`src/rtl/ascon_result_collector.sv`:
```
// Result collector for the encryption wrapper: requests the readout, deserialises the
// ciphertext/tag byte stream, compares the tag and presents sticky done/error flags.
module ascon_result_collector #(
  parameter int Y         = 16,
  parameter int FIRST_LAT = 2,
  parameter int GAP       = 1
) (
  input  logic           clk,
  input  logic           rst,
  input  logic           collect_startxSI,
  input  logic           enc_readyxSI,
  input  logic [7:0]     cipher_tagxSI,
  input  logic [127:0]   exp_tagxSI,
  output logic           reg_outxSO,
  output logic [Y-1:0]   cipher_textxSO,
  output logic [127:0]   tagxSO,
  output logic           busyxSO,
  output logic           donexSO,
  output logic           tag_matchxSO,
  output logic           errorxSO
);

  typedef enum logic [2:0] {
    S_IDLE,
    S_ARM,
    S_REQ,
    S_WAIT,
    S_CT,
    S_GAP,
    S_TAG,
    S_DONE
  } state_t;

  // Last counter value of each timed phase; the counter restarts at 0 on every state entry.
  localparam logic [4:0] WAIT_LAST = 5'((FIRST_LAT > 1) ? FIRST_LAT - 2 : 0);
  localparam logic [4:0] CT_LAST   = 5'(Y / 8 - 1);
  localparam logic [4:0] GAP_LAST  = 5'((GAP > 0) ? GAP - 1 : 0);
  localparam logic [4:0] TAG_LAST  = 5'd15;

  state_t         state;
  state_t         state_next;
  logic [4:0]     cnt;

  logic           in_stream;
  logic           accept;
  logic           abort;
  logic           finish;
  logic           shift_ct;
  logic           shift_tag;

  logic [Y-1:0]   ct_sr;
  logic [127:0]   tag_sr;
  logic [Y+7:0]   ct_shift;

  // ---------------------------------------------------------------------------
  // State register
  // ---------------------------------------------------------------------------
  // NOTE: sequential state uses non-blocking assignments so every flop samples
  // pre-edge values regardless of process ordering.
  always_ff @(posedge clk) begin
    if (!rst) begin
      state <= S_IDLE;
    end else begin
      state <= state_next;
    end
  end

  // ---------------------------------------------------------------------------
  // Next-state logic
  // ---------------------------------------------------------------------------
  assign in_stream = (state == S_WAIT) || (state == S_CT) ||
                     (state == S_GAP)  || (state == S_TAG);

  always_comb begin
    // NOTE: default first, so no path through the case leaves state_next
    // unassigned and no latch is inferred.
    state_next = state;
    unique case (state)
      S_IDLE: if (collect_startxSI) state_next = S_ARM;
      S_ARM:  if (enc_readyxSI)     state_next = S_REQ;
      S_REQ:  state_next = (FIRST_LAT > 1) ? S_WAIT : S_CT;
      S_WAIT: if (cnt == WAIT_LAST) state_next = S_CT;
      S_CT: begin
        if (cnt == CT_LAST) state_next = (GAP > 0) ? S_GAP : S_TAG;
      end
      S_GAP:  if (cnt == GAP_LAST)  state_next = S_TAG;
      S_TAG:  if (cnt == TAG_LAST)  state_next = S_DONE;
      S_DONE: state_next = S_IDLE;
      default: state_next = S_IDLE;
    endcase
    // Losing the ready handshake mid-readout overrides any phase progress.
    if (in_stream && !enc_readyxSI) state_next = S_IDLE;
  end

  // ---------------------------------------------------------------------------
  // Output / control decode
  // ---------------------------------------------------------------------------
  always_comb begin
    reg_outxSO = 1'b0;
    accept     = 1'b0;
    finish     = 1'b0;
    shift_ct   = 1'b0;
    shift_tag  = 1'b0;
    abort      = in_stream && !enc_readyxSI;
    unique case (state)
      S_IDLE:  accept     = collect_startxSI;
      S_REQ:   reg_outxSO = 1'b1;
      S_CT:    shift_ct   = 1'b1;
      S_TAG:   shift_tag  = 1'b1;
      S_DONE:  finish     = 1'b1;
      default: ;
    endcase
  end

  // ---------------------------------------------------------------------------
  // Phase counter: cleared on every state change, saturating inside a phase
  // ---------------------------------------------------------------------------
  always_ff @(posedge clk) begin
    if (!rst) begin
      cnt <= '0;
    end else if (state_next != state) begin
      cnt <= '0;
    end else if (cnt != 5'h1f) begin
      cnt <= cnt + 5'd1;
    end
  end

  // ---------------------------------------------------------------------------
  // Datapath: shift registers and host-visible result registers
  // ---------------------------------------------------------------------------
  // Widened concatenation keeps the shift legal for Y = 8 as well.
  assign ct_shift = {ct_sr, cipher_tagxSI};

  always_ff @(posedge clk) begin
    if (!rst) begin
      ct_sr          <= '0;
      tag_sr         <= '0;
      cipher_textxSO <= '0;
      tagxSO         <= '0;
      busyxSO        <= 1'b0;
      donexSO        <= 1'b0;
      tag_matchxSO   <= 1'b0;
      errorxSO       <= 1'b0;
    end else begin
      if (accept) begin
        busyxSO      <= 1'b1;
        donexSO      <= 1'b0;
        errorxSO     <= 1'b0;
        tag_matchxSO <= 1'b0;
      end
      if (shift_ct) begin
        ct_sr <= ct_shift[Y-1:0];
      end
      if (shift_tag) begin
        tag_sr <= {tag_sr[119:0], cipher_tagxSI};
      end
      // Results become visible only once a readout has fully completed.
      if (finish) begin
        busyxSO        <= 1'b0;
        donexSO        <= 1'b1;
        cipher_textxSO <= ct_sr;
        tagxSO         <= tag_sr;
        tag_matchxSO   <= (tag_sr == exp_tagxSI);
      end
      if (abort) begin
        busyxSO  <= 1'b0;
        errorxSO <= 1'b1;
      end
    end
  end

endmodule

```
`config.mk`:
```
export PLATFORM = sky130hd
export DESIGN_NAME = ascon_result_collector
export DESIGN_NICKNAME = d
export VERILOG_FILES = /design/src/rtl/ascon_result_collector.sv
export SDC_FILE = /design/constraint.sdc
export NUM_CORES = 1
export LEC_CHECK = 0
export BUFFER_PORTS_ARGS = -buffer_cell sky130_fd_sc_hd__buf_2
export CAP_MARGIN = 20
export CORE_ASPECT_RATIO = 0.6
export CORE_UTILIZATION = 40
export DETAILED_ROUTE_END_ITERATION = 8
export MAX_ROUTING_LAYER = met4
export PLACE_DENSITY = 0.59
export SYNTH_ARGS = -nofsm -noshare
export SYNTH_HDL_FRONTEND = slang
export SYNTH_SLANG_ARGS = --single-unit
```
`constraint.sdc`:
```
create_clock -name clk -period 2.3 [get_ports clk]
set_input_delay 0.345 -clock clk [delete_from_list [all_inputs] [get_ports clk]]
set_output_delay 0.345 -clock clk [all_outputs]
set_load 0.1 [all_outputs]
```
==> results_dict.tcl <==
set metrics [dict create \
    relSlewSlack_pct 49.2 \
    synth_top_flop_cell "dfxtp_1" \
    cts_made_buffers 29 \
    whs_path_depth 3 \
    pwr-share-seq_pct 49.7 \
    drt_wl_total_um 47400 \
    drc 0 \
    dr.pass1.iters 5 \
    synth.cells.most_frequent "nand2_1, dfxtp_1, a21boi_1, clkbuf_1, xnor2_1" \
    cp-end-kind "register" \
    r2r-start "tag_sr[31]" \
    dp_cells 2213 \
    final_util_pct 50.5 \
    finalHoldViolations 0 \
    setup.worst_path.start "tag_sr[31]" \
    rsz0062_at_grt "false" \
    nNetsFinal 1973 \
    power_switching_mw 2.44 \
    worstSetupPathType "register to register" \
    grt_use_total_pct 29.5 \
    hp-class "input pin to register" \
    reg2regPathDepth 6 \
    yosys-top-cells-area "dfxtp_1, nand2_1, a21boi_1" \
    clk_latency_ns 0.57 \
    postPlaceCellArea_um2 14900 \
    required_ns 2.81 \
    grt_max_degree 93 \
    synth-edff-count 0 \
    regToRegSetupSlack_ns 0.13 \
    clock_sinks 300 \
    fin_setup_tns_ns 0 \
    ys_warn_count 0 \
    syn_avg_cell_area_um2 8.23 \
    cts_tree "done" \
    synthArstFlopShare_pct 0 \
    maxCapViolations 0 \
    critical_path_arrival_ns 2.68 \
    post-cts-setup-buffers 0 \
    syn_nets 1694 \
    setup_viol 0 \
    critPathLaunchType "register" \
    dp_hpwl_um 35500 \
    gp_congestion 1.01 \
    start_util_pct 40.8 \
    tightest_slew_ns 0.763 \
    yosysTopAreaCellShare_pct 47.1 \
    cts-root-buf "clkbuf_16" \
    skew_ns 0.0229 \
    viasPerCell 5.18 \
    status "complete, no violations" \
    rows 50 \
    min_from "cipher_tagxSI[3]" \
    grt_pass1_vias 11000 \
    pin_count 289 \
    synth_seq_cells 300 \
    drt_iter0_markers 1075 \
    synth_largest_area_cell "dfxtp_1" \
    max_freq_mhz 461 \
    grt_pass1_wl_um 70000 \
    stdcell_area_um2 15800 \
    p_per_area_nw_per_um2 665 \
    fp.dieW_um 233 \
    final_cells 2272 \
    dieHeight_um 140 \
    clkPwrFrac_pct 44.3 \
    period_share_pct 94.4 \
    portBuffers 288 \
    final.min_clock_period_ns 2.17 \
    h-tree-depth 1 \
    syn2layout_area_growth_pct 24.0 \
    synthCells 1549 \
    path_max_fanout 5 \
    wl_per_cell_um 20.9 \
    synth_cell_types 50 \
    p_comb_share_pct 6.0 \
    syn-cell-area_um2 12800 \
    vias 11800 \
    antenna_found_initial 7 \
    coreArea_um2 31300 \
    clkTransAtPathRegs_ns 0.07 \
    seq_area_frac_synth_pct 47.1 \
    p_int_mw 8.07 \
    clk_path_buf_depth 3 \
    holdWs_ns 0.0242 \
    ant_nets 0 \
    swShare_pct 23.3 \
    grt_overflow 0 \
    dieArea_um2 32600 \
    p_leak_nw 6.26 \
    synth.most_common_cell "nand2_1" \
    drv_slew 0 \
    ir_worst_vdd_v 0.000525 \
    drive_gt1_share_pct 22.2 \
]
==> cells in the final DEF (no fill, tap or decap), types with 3 or more instances in the layout <==
| cell type | instances |
|---|---|
| nand2_1 | 580 |
| dfxtp_1 | 300 |
| a21boi_1 | 288 |
| buf_2 | 287 |
| xnor2_1 | 55 |
| buf_4 | 54 |
| xor2_1 | 42 |
| inv_1 | 31 |
| clkbuf_16 | 29 |
| nand4_1 | 19 |
| o22ai_1 | 13 |
| nor4_1 | 13 |
| nor2b_1 | 12 |
| nor2_1 | 12 |
| clkbuf_1 | 10 |
| clkbuf_8 | 8 |
| diode_2 | 7 |
| a21oi_1 | 7 |
| nor3_1 | 7 |
| o2bb2ai_1 | 5 |
| a22oi_1 | 5 |
| ha_1 | 5 |
| buf_12 | 5 |
| and2b_2 | 4 |
| clkinv_2 | 4 |
| nand2b_1 | 3 |
| o21ai_0 | 3 |
| inv_2 | 3 |
| nand3_1 | 3 |
| a2111o_1 | 3 |
==> layer usage <==
metal,GRT usage (%),part of all wire [%],vias up,wire (um)
met5,-,0,-,0
met4,6.95,2.2,0,1030
met3,3.66,6.3,62,3000
met2,41.9,42,400,20000
met1,43.9,49,5693,23400
li1,-,-,5622,-
==> critical path, cell delays in order (launching register included) <==
cell       delay [ns]
dfxtp_1          0.35
nor2b_1          0.14
a2111o_1         0.42
a2111oi_4        0.36
nand4_1          0.17
or4_1            0.54
o21ai_1          0.13
==> per-stage QoR <==
| stage | worst slack [ns] | power (mW) |
|---|---|---|
| 5_1_grt | 0.0218 | 10.9 |
| 2_1_floorplan | 0.0300 | 5.68 |
| 3_3_place_gp | 0.00482 | 5.96 |
| 6_report | 0.129 | 10.5 |
| 4_1_cts | 0.0847 | 10.6 |
| 3_5_place_dp | -0.00766 | 5.96 |
==> flip-flops by register name (all words and copies together), names as in the netlist <==
register        flops
tag_matchxSO        1
donexSO             1
tag_sr            128
state               3
ct_sr              16
cipher_textxSO     16
errorxSO            1
busyxSO             1
cnt                 5
tagxSO            128
==> repair_timing <==
action,CTS,global route
hold buffers,0,0
endpoints found under the hold margin,0,0
gates resized for setup,0,2
endpoints found under the setup margin,0,6
==> final timing paths <==
path | to
worst max-delay path | tag_matchxSO
worst min-delay path | ct_sr[3]
worst max register to register | tag_matchxSO
worst min register to register | tagxSO[48]
==> cells by family (layout without fill, tap and decap cells) <==
family | after synthesis | after routing | synth area share, %
XOR/XNOR | 97 | 97 | 6.66
AND/OR/NAND/NOR | 674 | 674 | 21.6
multiplexers | 1 | 1 | 0.0785
flip-flops | 300 | 300 | 47.1
buffers and inverters | 135 | 435 | 4.09
other | 0 | 7 | 0
AO/OA/AOI/OAI | 336 | 336 | 19.9
adder cells (fa/ha/maj) | 6 | 6 | 0.569
==> area by class of cell <==
class | instances | area [um2]
inverters | 36 | 138
clock buffers | 47 | 873
clock inverters | 5 | 28.8
diodes | 7 | 17.5
well taps | 416 | 520
repair buffers | 347 | 1950
flip-flops and latches | 300 | 6010
multi-input cells | 1114 | 6270
fillers | 3178 | 15500
==> power by group through the flow <==
stage / clock network (mW) / logic [mW] / registers [mW]
2_1_floorplan: 0 / 0.322 / 5.36
3_3_place_gp: 0 / 0.626 / 5.34
3_5_place_dp: 0 / 0.623 / 5.34
4_1_cts: 4.74 / 0.625 / 5.22
5_1_grt: 4.97 / 0.670 / 5.22
6_report: 4.66 / 0.633 / 5.22
(Power assumes the default switching activity.)
